$ cat src/rtl/wb_pkg.sv
// Shared types and defaults for the Wishbone single-master interconnect.
package wb_pkg;

  typedef enum logic [1:0] {
    IDLE,
    ACTIVE,
    ERROR
  } wb_bus_state_t;

  // Default map: slave 0 = 64 KiB at 0x0000_0000, slave 1 = 256 MiB at 0x1000_0000.
  localparam logic [63:0] DEF_SLAVE_BASE = {32'h1000_0000, 32'h0000_0000};
  localparam logic [63:0] DEF_SLAVE_MASK = {32'hF000_0000, 32'hFFFF_0000};

  // Width of an encoded slave index; never below 1 so a single-slave build still has a vector.
  function automatic int slv_idx_w(input int n);
    return (n > 1) ? $clog2(n) : 1;
  endfunction

endpackage

$ cat src/rtl/wb_addr_decode.sv
// Combinational address decoder: priority-resolved one-hot hit, encoded index, any-hit.
module wb_addr_decode
  import wb_pkg::*;
#(
  parameter int                               ADDR_WIDTH = 32,
  parameter int                               NUM_SLAVES = 2,
  parameter int                               IDX_W      = slv_idx_w(NUM_SLAVES),
  parameter logic [NUM_SLAVES*ADDR_WIDTH-1:0] SLAVE_BASE = DEF_SLAVE_BASE,
  parameter logic [NUM_SLAVES*ADDR_WIDTH-1:0] SLAVE_MASK = DEF_SLAVE_MASK
) (
  input  logic [ADDR_WIDTH-1:0] adr_i,
  output logic [NUM_SLAVES-1:0] hit_o,
  output logic [IDX_W-1:0]      idx_o,
  output logic                  any_o
);

  logic [NUM_SLAVES-1:0] raw_hit;

  for (genvar g = 0; g < NUM_SLAVES; g++) begin : g_cmp
    assign raw_hit[g] = (adr_i & SLAVE_MASK[g*ADDR_WIDTH +: ADDR_WIDTH])
                        == SLAVE_BASE[g*ADDR_WIDTH +: ADDR_WIDTH];
  end

  // Scan high to low so the lowest-index overlapping window wins.
  always_comb begin
    hit_o = '0;
    idx_o = '0;
    any_o = 1'b0;
    for (int i = NUM_SLAVES - 1; i >= 0; i--) begin
      if (raw_hit[i]) begin
        hit_o    = '0;
        hit_o[i] = 1'b1;
        idx_o    = IDX_W'(i);
        any_o    = 1'b1;
      end
    end
  end

endmodule

$ cat src/rtl/wb_bus_mux.sv
// Single-master, N-slave Wishbone classic interconnect with registered decode,
// per-transfer timeout and bus-error termination for unmapped/hung accesses.
module wb_bus_mux
  import wb_pkg::*;
#(
  parameter int                               ADDR_WIDTH = 32,
  parameter int                               DATA_WIDTH = 32,
  parameter int                               NUM_SLAVES = 2,
  parameter logic [NUM_SLAVES*ADDR_WIDTH-1:0] SLAVE_BASE = DEF_SLAVE_BASE,
  parameter logic [NUM_SLAVES*ADDR_WIDTH-1:0] SLAVE_MASK = DEF_SLAVE_MASK,
  parameter int                               TIMEOUT    = 255
) (
  input  logic                             clk_i,
  input  logic                             rst_i,
  input  logic [ADDR_WIDTH-1:0]            M_ADR_O,
  input  logic [DATA_WIDTH-1:0]            M_DAT_O,
  input  logic                             M_WE_O,
  input  logic [DATA_WIDTH/8-1:0]          M_SEL_O,
  input  logic                             M_STB_O,
  input  logic                             M_CYC_O,
  output logic [DATA_WIDTH-1:0]            M_DAT_I,
  output logic                             M_ACK_I,
  output logic                             M_ERR_I,
  output logic [ADDR_WIDTH-1:0]            S_ADR_I,
  output logic [DATA_WIDTH-1:0]            S_DAT_I,
  output logic                             S_WE_I,
  output logic [DATA_WIDTH/8-1:0]          S_SEL_I,
  output logic [NUM_SLAVES-1:0]            S_STB_I,
  output logic [NUM_SLAVES-1:0]            S_CYC_I,
  input  logic [NUM_SLAVES*DATA_WIDTH-1:0] S_DAT_O,
  input  logic [NUM_SLAVES-1:0]            S_ACK_O,
  output logic [7:0]                       err_cnt_o,
  output logic [ADDR_WIDTH-1:0]            err_adr_o
);

  localparam int IDX_W = slv_idx_w(NUM_SLAVES);
  localparam int SEL_W = DATA_WIDTH / 8;
  localparam int CNT_W = $clog2(TIMEOUT);
  localparam logic [CNT_W-1:0] CNT_LAST = CNT_W'(TIMEOUT - 1);

  wb_bus_state_t         state_q, state_d;
  logic [IDX_W-1:0]      sel_q, sel_d;
  logic [NUM_SLAVES-1:0] sel_oh_q, sel_oh_d;
  logic [CNT_W-1:0]      cnt_q, cnt_d;
  logic [ADDR_WIDTH-1:0] adr_q, adr_d;
  logic [DATA_WIDTH-1:0] dat_q, dat_d;
  logic                  we_q, we_d;
  logic [SEL_W-1:0]      bsel_q, bsel_d;
  logic [7:0]            err_cnt_q, err_cnt_d;
  logic [ADDR_WIDTH-1:0] err_adr_q, err_adr_d;

  logic [NUM_SLAVES-1:0] dec_hit;
  logic [IDX_W-1:0]      dec_idx;
  logic                  dec_any;
  logic [DATA_WIDTH-1:0] rd_dat;
  logic                  sel_ack;

  wb_addr_decode #(
    .ADDR_WIDTH(ADDR_WIDTH),
    .NUM_SLAVES(NUM_SLAVES),
    .IDX_W     (IDX_W),
    .SLAVE_BASE(SLAVE_BASE),
    .SLAVE_MASK(SLAVE_MASK)
  ) u_dec (
    .adr_i(M_ADR_O),
    .hit_o(dec_hit),
    .idx_o(dec_idx),
    .any_o(dec_any)
  );

  assign S_ADR_I   = adr_q;
  assign S_DAT_I   = dat_q;
  assign S_WE_I    = we_q;
  assign S_SEL_I   = bsel_q;
  assign err_cnt_o = err_cnt_q;
  assign err_adr_o = err_adr_q;

  // Only the latched slave may terminate; ACKs from the rest are ignored.
  assign sel_ack = |(S_ACK_O & sel_oh_q);

  // Read-data mux keyed on the latched slave index.
  always_comb begin
    rd_dat = '0;
    for (int i = 0; i < NUM_SLAVES; i++) begin
      if (sel_q == IDX_W'(i)) rd_dat = S_DAT_O[i*DATA_WIDTH +: DATA_WIDTH];
    end
  end

  // Next-state, slave fan-out and master termination.
  always_comb begin
    state_d   = state_q;
    sel_d     = sel_q;
    sel_oh_d  = sel_oh_q;
    cnt_d     = cnt_q;
    adr_d     = adr_q;
    dat_d     = dat_q;
    we_d      = we_q;
    bsel_d    = bsel_q;
    err_cnt_d = err_cnt_q;
    err_adr_d = err_adr_q;
    S_STB_I   = '0;
    S_CYC_I   = '0;
    M_ACK_I   = 1'b0;
    M_ERR_I   = 1'b0;
    M_DAT_I   = '0;

    case (state_q)
      IDLE: begin
        if (M_CYC_O && M_STB_O) begin
          adr_d  = M_ADR_O;
          dat_d  = M_DAT_O;
          we_d   = M_WE_O;
          bsel_d = M_SEL_O;
          if (dec_any) begin
            sel_d    = dec_idx;
            sel_oh_d = dec_hit;
            cnt_d    = '0;
            state_d  = ACTIVE;
          end else begin
            state_d = ERROR;
          end
        end
      end
      ACTIVE: begin
        M_DAT_I = rd_dat;
        if (!M_CYC_O) begin
          // Master abandoned the cycle: drop back quietly.
          state_d = IDLE;
        end else if (sel_ack) begin
          S_CYC_I = sel_oh_q;
          S_STB_I = sel_oh_q & {NUM_SLAVES{M_STB_O}};
          M_ACK_I = 1'b1;
          state_d = IDLE;
        end else if (cnt_q == CNT_LAST) begin
          // Hung slave: strobes stay low so the slave sees the cycle end.
          M_ERR_I = 1'b1;
          state_d = IDLE;
        end else begin
          S_CYC_I = sel_oh_q;
          S_STB_I = sel_oh_q & {NUM_SLAVES{M_STB_O}};
          cnt_d   = cnt_q + 1'b1;
        end
      end
      ERROR: begin
        M_ERR_I = 1'b1;
        state_d = IDLE;
      end
      default: state_d = IDLE;
    endcase

    if (M_ERR_I) begin
      err_cnt_d = (err_cnt_q == 8'hFF) ? err_cnt_q : err_cnt_q + 8'd1;
      err_adr_d = adr_q;
    end
  end

  // State and datapath registers.
  always_ff @(posedge clk_i or posedge rst_i) begin
    if (rst_i) begin
      state_q   <= IDLE;
      sel_q     <= '0;
      sel_oh_q  <= '0;
      cnt_q     <= '0;
      adr_q     <= '0;
      dat_q     <= '0;
      we_q      <= 1'b0;
      bsel_q    <= '0;
      err_cnt_q <= '0;
      err_adr_q <= '0;
    end else begin
      state_q   <= state_d;
      sel_q     <= sel_d;
      sel_oh_q  <= sel_oh_d;
      cnt_q     <= cnt_d;
      adr_q     <= adr_d;
      dat_q     <= dat_d;
      we_q      <= we_d;
      bsel_q    <= bsel_d;
      err_cnt_q <= err_cnt_d;
      err_adr_q <= err_adr_d;
    end
  end

endmodule
$ cat config.mk
export PLATFORM = sky130hd
export DESIGN_NAME = wb_bus_mux
export DESIGN_NICKNAME = d
export VERILOG_FILES = /design/src/rtl/wb_pkg.sv /design/src/rtl/wb_addr_decode.sv /design/src/rtl/wb_bus_mux.sv
export SDC_FILE = /design/constraint.sdc
export NUM_CORES = 1
export LEC_CHECK = 0
export CORE_MARGIN = 5
export CORE_UTILIZATION = 43
export CTS_CLUSTER_DIAMETER = 80
export DETAILED_ROUTE_END_ITERATION = 8
export PLACE_DENSITY = 0.94
export SETUP_SLACK_MARGIN = 0.1
export SYNTH_ARGS = -nofsm -noshare
export SYNTH_HDL_FRONTEND = slang
export SYNTH_HIERARCHICAL = 1
export SYNTH_SLANG_ARGS = --single-unit
$ cat constraint.sdc
create_clock -name clk_i -period 6.65 [get_ports clk_i]
set_input_delay 1.33 -clock clk_i [delete_from_list [all_inputs] [get_ports clk_i]]
set_output_delay 1.33 -clock clk_i [all_outputs]
set_load 0.05 [all_outputs]
# == After elaboration in Yosys (flattened, before gate mapping) ==
# Cells that the tools add are included.
# totals
reg_bits,122
latch_bits,0
mem_bits_rw,0
mem_bits_ro,0
inputBits,139
output_inout_bits,147
wordCells,70
memories,0
# op_classes
add_sub_neg,2
mul,0
div_mod_pow,0
magnitude_cmp,0
n_eq_ne,11
shift,0
mux,34
n_bitwise,3
n_reduce_logical,10
# op_table
cell,count
two-way mux 32 bit,2
two-way mux 8 bit,5
zero test 32 bit,1
two-way mux 2 bit,15
"adder 8 x 1 -> 8 bit, second input constant",2
"equality test 8 bit, second input constant",2
case mux 8 bit (2 select lines),1
"inequality test 2 bit, second input constant",5
two-way mux 1 bit,9
AND reduction 2 bit,3
AND reduction 6 bit,1
AND 2 bit,2
"equality test 4 x 1 -> 1 bit, second input constant",1
"inequality test 4 bit, second input constant",1
case mux 2 bit (2 select lines),1
AND reduction 3 bit,1
"equality test 2 x 1 -> 1 bit, second input constant",1
"equality test 2 bit, second input constant",1
zero test 2 bit,1
case mux 1 bit (2 select lines),1
nonzero test 2 bit,1
OR reduction 2 bit,1
logical AND 1 bit,1
NOT 1 bit,1

# == Depth between registers and ports, before layout ==
# logic_depth
word_depth,6
mapped_depth,8
mapped_depth_nobuf,8

# == By module ==
# The synthesis kept the hierarchy.
# by_module_without_submodules
module,n_inst,cells_each,area_per_inst_um2,seq_area_each_um2
wb_bus_mux,1,410,5436.5,3052.9
wb_addr_decode,1,10,57.6,0.0

# == Least setup slack after synthesis ==
# OpenSTA, ideal clock, no wires.
# synth_timing
path_type,input-to-output
start,input port S_ACK_O[0]
end,output port M_ERR_I
t_arrival_ns,2.486
required_ns,5.320
setup_slack_ns,2.834
path_stages,3
n_path_buf,1
cell_sequence,a22o_1 > o41ai_4 > buf_6
# synth_via
elab_chain_len,5
# synth_lines
item,line_no,rtl
from (decl),wb_bus_mux.sv:31,"input logic [NUM_SLAVES-1:0] S_ACK_O,"
AND 2 bit,wb_bus_mux.sv:79,assign sel_ack = |(S_ACK_O & sel_oh_q);
OR reduction 2 bit,wb_bus_mux.sv:79,
two-way mux 1 bit,wb_bus_mux.sv:129,end else if (sel_ack) begin
two-way mux 1 bit,wb_bus_mux.sv:126,if (!M_CYC_O) begin
case mux 1 bit (2 select lines),wb_bus_mux.sv:107,case (state_q)
to (decl),wb_bus_mux.sv:23,"output logic M_ERR_I,"
# Every way passes these cells.

# == Worst setup path after layout ==
# layout_timing
start,input port M_CYC_O
end,output port S_STB_I[0]
# layout_via
elab_chain_len,2
# layout_lines
item,line_no,rtl
from (decl),wb_bus_mux.sv:20,"input logic M_CYC_O,"
two-way mux 2 bit,wb_bus_mux.sv:126,
two-way mux 2 bit,wb_bus_mux.sv:107,
to (decl),wb_bus_mux.sv:28,"output logic [NUM_SLAVES-1:0] S_STB_I,"
# Every way passes these cells.

==> qor.yml <==
power_and_ir_drop:
  clockPowerShare: 0.225
  p_switching_mw: 1.72
  internal-power_mw: 2.28
  total_power_mw: 4.00
  p_leak_nw: 3.69
  power-per-cell-area_mw_per_mm2: 440
  swShare: 0.430
  ir_drop_mv: 0.313
  seqPwrFrac: 0.294
  p_comb_frac: 0.481
synthesis:
  synth_commonest_cells: "dfrtp_1, mux2_2, nor2_1"
  synth-edff-count: 0
  synth_top_area_cell: "dfrtp_1"
  syn_nets: 565
  synth_cell_types: 41
  async_reset_ff_frac: 1.00
  seq_area_frac_synth: 0.556
  ys_warn_count: 6
  netlist_instances: 420
  avgSynthCellArea_um2: 13.1
  yosys.area.top_type_share: 0.556
  synth_most_common_cell: "dfrtp_1"
  ys.flop_type: "dfrtp_1"
  synth-seq-cells: 122
  netlist_top_cells_area: "dfrtp_1, mux2_2, mux2i_1, nor2_1, ha_1"
  syn_area_mm2: 0.00549
drt:
  wl_per_cell_um: 20.1
  routed_wirelength_um: 18000
  vias: 4574
  drtAntennaViolNets: 0
  drc: 0
  drtPass1Iterations: 4
  avgViaCountPerCell: 5.10
  first_iter_violations: 220
clocking:
  cts.repair.resized: 0
  cts_tree: "yes"
  clockRootBuffer: "clkbuf_16"
  cts.clk_slew.worst_paths_ns: 0.05
  cts_buffers: 17
  cts_sinks: 122
  clk_path_buf_depth: 2
  cts_setup_buffers: 0
  cts.htree.levels: 4
  insertion_delay_ns: 0.40
  hold_buffers: 0
cells_and_area:
  multi_input_area_mm2: 0.00230
  nets: 851
  fin_cells: 896
  synthToLayoutAreaGrowth_pct: 65.3
  seq_area_mm2: 0.00305
  final_layout_size_suffix_gt1_frac: 0.209
  fillers: 840
global_routing:
  globalRouteTotalUtil: 0.233
  overflow: 0
  grt_pass1_vias: 4981
  grt_pass1_wl_um: 26800
  antenna_found_initial: 5
  grt_max_degree: 71
timing:
  slew_violations: 0
  worstMarginPinSlew_ns: 1.03
  finalClockSkew_ns: 0.0153
  finalCriticalPeriod_ns: 4.95
  fmax_mhz: 202
  setup_viol: 0
  holdWs_ns: 0.503
  fin_crit_sh: 0.744
  maxSlewHeadroom: 0.312
  hold_viol: 0
  rsz0062_at_grt: "false"
  tns_ns: 0
critical_path:
  critPathLaunchType: "input port"
  r2r_start: "state_q[1]$_DFFE_PP0P_"
  required_ns: 5.32
  critPathKind: "in2out"
  rrSetupSlack_ns: 3.90
  crit_arrival_ns: 3.62
  critPathCaptureType: "output pin"
  worst-path-max-fanout: 7
  r2r-end: "cnt_q[5]$_DFFE_PP0P_"
  reg2reg_depth: 7
floorplanning:
  start_util: 0.437
  die_y_um: 123
  die_area_mm2: 0.0151
  num_rows: 41
  die_w_um: 123
  core_mm2: 0.0126
  pin_count: 286
placed_design:
  port_buffers: 285
  dpl.hpwl_um: 14000
  dp_cells: 859
  gp_congestion: 0.901
hold_path:
  worst_hold_path_type: "reg2reg"
  holdCritStartpoint: "err_adr_o[5]$_DFFE_PP0P_"
  worstHoldPathCells: 1
  min_to: "err_adr_o[5]$_DFFE_PP0P_"
outcome:
  status: "complete, no violations"
flow_run:
  drv_cap: 0
flip-flops by register name, indices dropped and copies added (netlist names):
signal     count
S_ADR_I       32
err_adr_o     32
sel_oh_q       2
state_q        2
err_cnt_o      8
S_SEL_I        4
S_DAT_I       32
sel_q          1
S_WE_I         1
cnt_q          8
power groups by stage:
| stage | clock (mW) | combinational (mW) | sequential [mW] |
|---|---|---|---|
| finish | 0.899 | 1.92 | 1.18 |
| global route | 0.958 | 1.99 | 1.21 |
| CTS | 0.917 | 1.94 | 1.18 |
| detailed placement | 0 | 1.93 | 1.18 |
| global placement | 0 | 1.90 | 1.16 |
| floorplan | 0 | 0.362 | 2.02 |
how the worst max path moves through the flow:
stage | startpoint | end | slack (ns) | depth (start not counted)
6_report | M_CYC_O | S_STB_I[0] | 1.70 | 5
5_1_grt | M_CYC_O | S_STB_I[0] | 1.60 | 5
4_1_cts | M_CYC_O | S_STB_I[0] | 1.68 | 5
3_5_place_dp | M_CYC_O | S_STB_I[0] | 1.68 | 5
3_3_place_gp | M_CYC_O | S_STB_I[0] | 1.69 | 5
2_1_floorplan | rst_i | S_ADR_I[0]$_DFFE_PP0P_ | 2.08 | 1
layout make-up:
cell class	count	area share
multi-input combinational	268	0.254
antenna	5	0.00138
tap	172	0.0237
clock inverter	13	0.0158
timing repair buffer	288	0.317
inverter	9	0.00399
clock buffer	19	0.0488
sequential	122	0.336
metal layers:
metal	share of wire	GRT usage
met5	0	0
met4	0.028	0.0997
met2	0.53	0.426
met1	0.34	0.236
met3	0.10	0.0874
layout by cell type (no fill, tap or decap), types with 4 or more instances in the layout:
master             n
o21ai_0            5
nand3_1            7
clkdlybuf4s50_1  285
inv_1              7
diode_2            5
dfrtp_1          122
nand2_1           13
a21oi_1            7
and3_1             4
ha_1               6
mux2_2           106
mux2i_1           32
clkinvlp_4         4
clkbuf_16         17
xnor2_1            7
nand4_1            6
nor2_1            42
stage by stage:
stage	setup WS (ns)	util	area (µm²)
6_report	1.70	0.723	9080
5_1_grt	1.60	0.723	9080
4_1_cts	1.68	0.722	9070
3_5_place_dp	1.68	0.675	8480
3_3_place_gp	1.69	0.675	8480
2_1_floorplan	2.08	-	5490
critical path, stage by stage:
cell	delay, ns
clkdlybuf4s50_1	0.62
nand2_1	0.14
a21oi_1	0.47
and3_2	0.26
clkdlybuf4s50_1	0.80
cell families after synthesis:
logic type               Yosys count  share of synthesized area
multiplexers                     138                      0.276
flip-flops                       122                      0.556
AND/OR/NAND/NOR                   86                     0.0736
AO/OA/AOI/OAI                     30                     0.0417
buffers and inverters             30                     0.0271
XOR/XNOR                           8                     0.0128
adder cells (fa/ha/maj)            6                     0.0137
Note: power is estimated with default switching activity, not from simulation.
==> variant, RTL diff (same flow settings) <==
The 3 states of `wb_bus_state_t` get a one-hot encoding in 3 bits.
--- a/src/rtl/wb_pkg.sv
+++ b/src/rtl/wb_pkg.sv
@@ -3,6 +3,6 @@
 
-  typedef enum logic [1:0] {
-    IDLE,
-    ACTIVE,
-    ERROR
+  typedef enum logic [2:0] {
+    IDLE   = 3'b001,
+    ACTIVE = 3'b010,
+    ERROR  = 3'b100
   } wb_bus_state_t;
Behaviour: same outputs for any inputs over 4 cycles, from zero or initial values and one cycle with rst_i high; so few cycles prove little.
==> variant against the original RTL <==
  * Clock power up 19%
  * Routed wire length up 6.0%
  * Setup slack better by 9.6 ps
  * Power down 13%
  * Sequential cell count up 1
  * Design area up 1.1%
  * Area after synthesis up 1.1%
  * Largest cell class unchanged
==> variant: results (changes against the original RTL) <==
* Port Buffers at 285 (unchanged)
* Dpl ws at 1752 ps (+76.49 ps)
* Post-synth top cells: nand2_1 (309), dfrtp_1 (122), nor2_1 (47)
* Fmax at 202.6 MHz (+0.19%)
* Hold Path Class: reg -> reg
* Htree depth at 4 (unchanged)
* Critical-path maximum fanout at 4 (-3)
* Ranking of synthesized cells by area: dfrtp_1 (55%), nand2_1 (21%), mux2i_1 (5.8%)
* Area after DPL at 0.008492 mm2 (about the same)
* Routed via count at 5344 (+17%)
* LEAKAGE at 4.280 nW (+16%)
* Max-slew headroom at 22.04% (-9.1 points)
* Status: complete, no violations
* Initial DRC Count at 418 (+90%)
* Setup Skew at 8.987 ps (-6.301 ps)
* Total GRT Usage at 24.63% (+1.3 points)
* Crit path largest cell delay at between 800 and 900 ps
* Net Count, Synth at 761 (+35%)
* TNS Setup at 0 ps (unchanged)
* Crit Reg-Reg Startpoint: state_q[0]
* Clk pin slew, worst setup/hold paths at about 60 ps
* Chip width at 123.6 um (+0.49%)
* Post-Syn Area per Cell at 8.971 um2 (-31%)
* Synth unique cells at 47 (+15%)
* R2R Path End: cnt_q[7]
* Hold Path Depth at 2 (+1)
* Detailed Routing Iterations Pass 1 at 7 (+3)
* Critical Path End: S_STB_I[1]
* Flop-to-flop setup slack at 4120 ps (+220 ps)
* Routability cong. at 0.8476 (-6.0%)
* Cell family with most CP delay: buffers and inverters
* Antenna Cells at 0 (-5)
* Worst Setup SP: M_CYC_O
* Layout Nets at 1038 (+22%)
* Postcts setup bufs at 0 (unchanged)
* Number of global-route vias before repair at 5550 (+11%)
* Routed Wire Length at 19080 um (+6.0%)
* Hpwl dp at 13720 um (-1.9%)
* Wirelength per Cell at 17.65 um (-12%)
* Hold EP: err_adr_o[31]
* Total CTS buffers at 17 (unchanged)
* Largest net degree at the start of global routing at 86 (+21%)
* Hold Crit Start: err_adr_o[31]
* Hold Slack at 464.3 ps (-38.98 ps)
* Arr. time, crit path at 3610 ps (about the same)
* Layout cells sized above 1 at 6.601% (-14 points)
* Sequential-to-total area share from yosys stat at 55.45% (-0.12 points)
* Share of flip-flops with an asynchronous set or reset at 100.0% (unchanged)
* First-pass GRT wire length at 28850 um (+7.5%)
* Peak supply drop at 0.1625 mV (-48%)
* Root Driver: clkbuf_16
* R2R depth at 6 (-1)
* Initial antenna violation count at 1 (-4)
==> variant: cell count changes in the layout (fill, tap and decap cells not counted), sizes merged, moves of 5 or more <==
| cell | delta |
|---|---|
| xor2 | +6 |
| nand4 | -5 |
| diode | -5 |
| inv | -5 |
| nand2 | +296 |
| mux2 | -99 |
| nor2 | +7 |
| xnor2 | -7 |
==> variant: cells by family after synthesis <==
group / synth area share (%)
XOR/XNOR: 1.104
AND/OR/NAND/NOR: 28.68
AO/OA/AOI/OAI: 3.245
multiplexers: 7.391
flip-flops: 55.45
buffers and inverters: 3.447
adder cells (fa/ha/maj): 0.6761
==> variant: layout make-up <==
type                    instances  area [um2]
inverters                       4       17.52
fillers                       919        3436
flip-flops and latches        123        3080
clock buffers                  19       452.9
repair buffers                290        2890
well taps                     172       215.2
multi-input cells             460        2288
clock inverters                13       239.0
==> variant: per-layer routing <==
layer | GRT usage [%] | up-vias | routed length, um
met5 | 0 | - | 7
met4 | 11.76 | 2 | 750
met2 | 43.80 | 206 | 10180
met1 | 27.12 | 2555 | 6844
met3 | 6.721 | 54 | 1289
li1 | - | 2527 | -
==> variant: worst min-delay path: cells and delay by family (launching register included) <==
kind,cells,cell delay [ps]
DFF,1,340
and+or+nand+nor,2,100
==> variant: report_power, final <==
part / leakage [nW] / switching [mW] / internal [mW]
clock: 0.330 / 0.348 / 0.726
sequential: 1.57 / 0.129 / 0.926
combinational: 2.38 / 0.900 / 0.441
total: 4.28 / 1.38 / 2.09
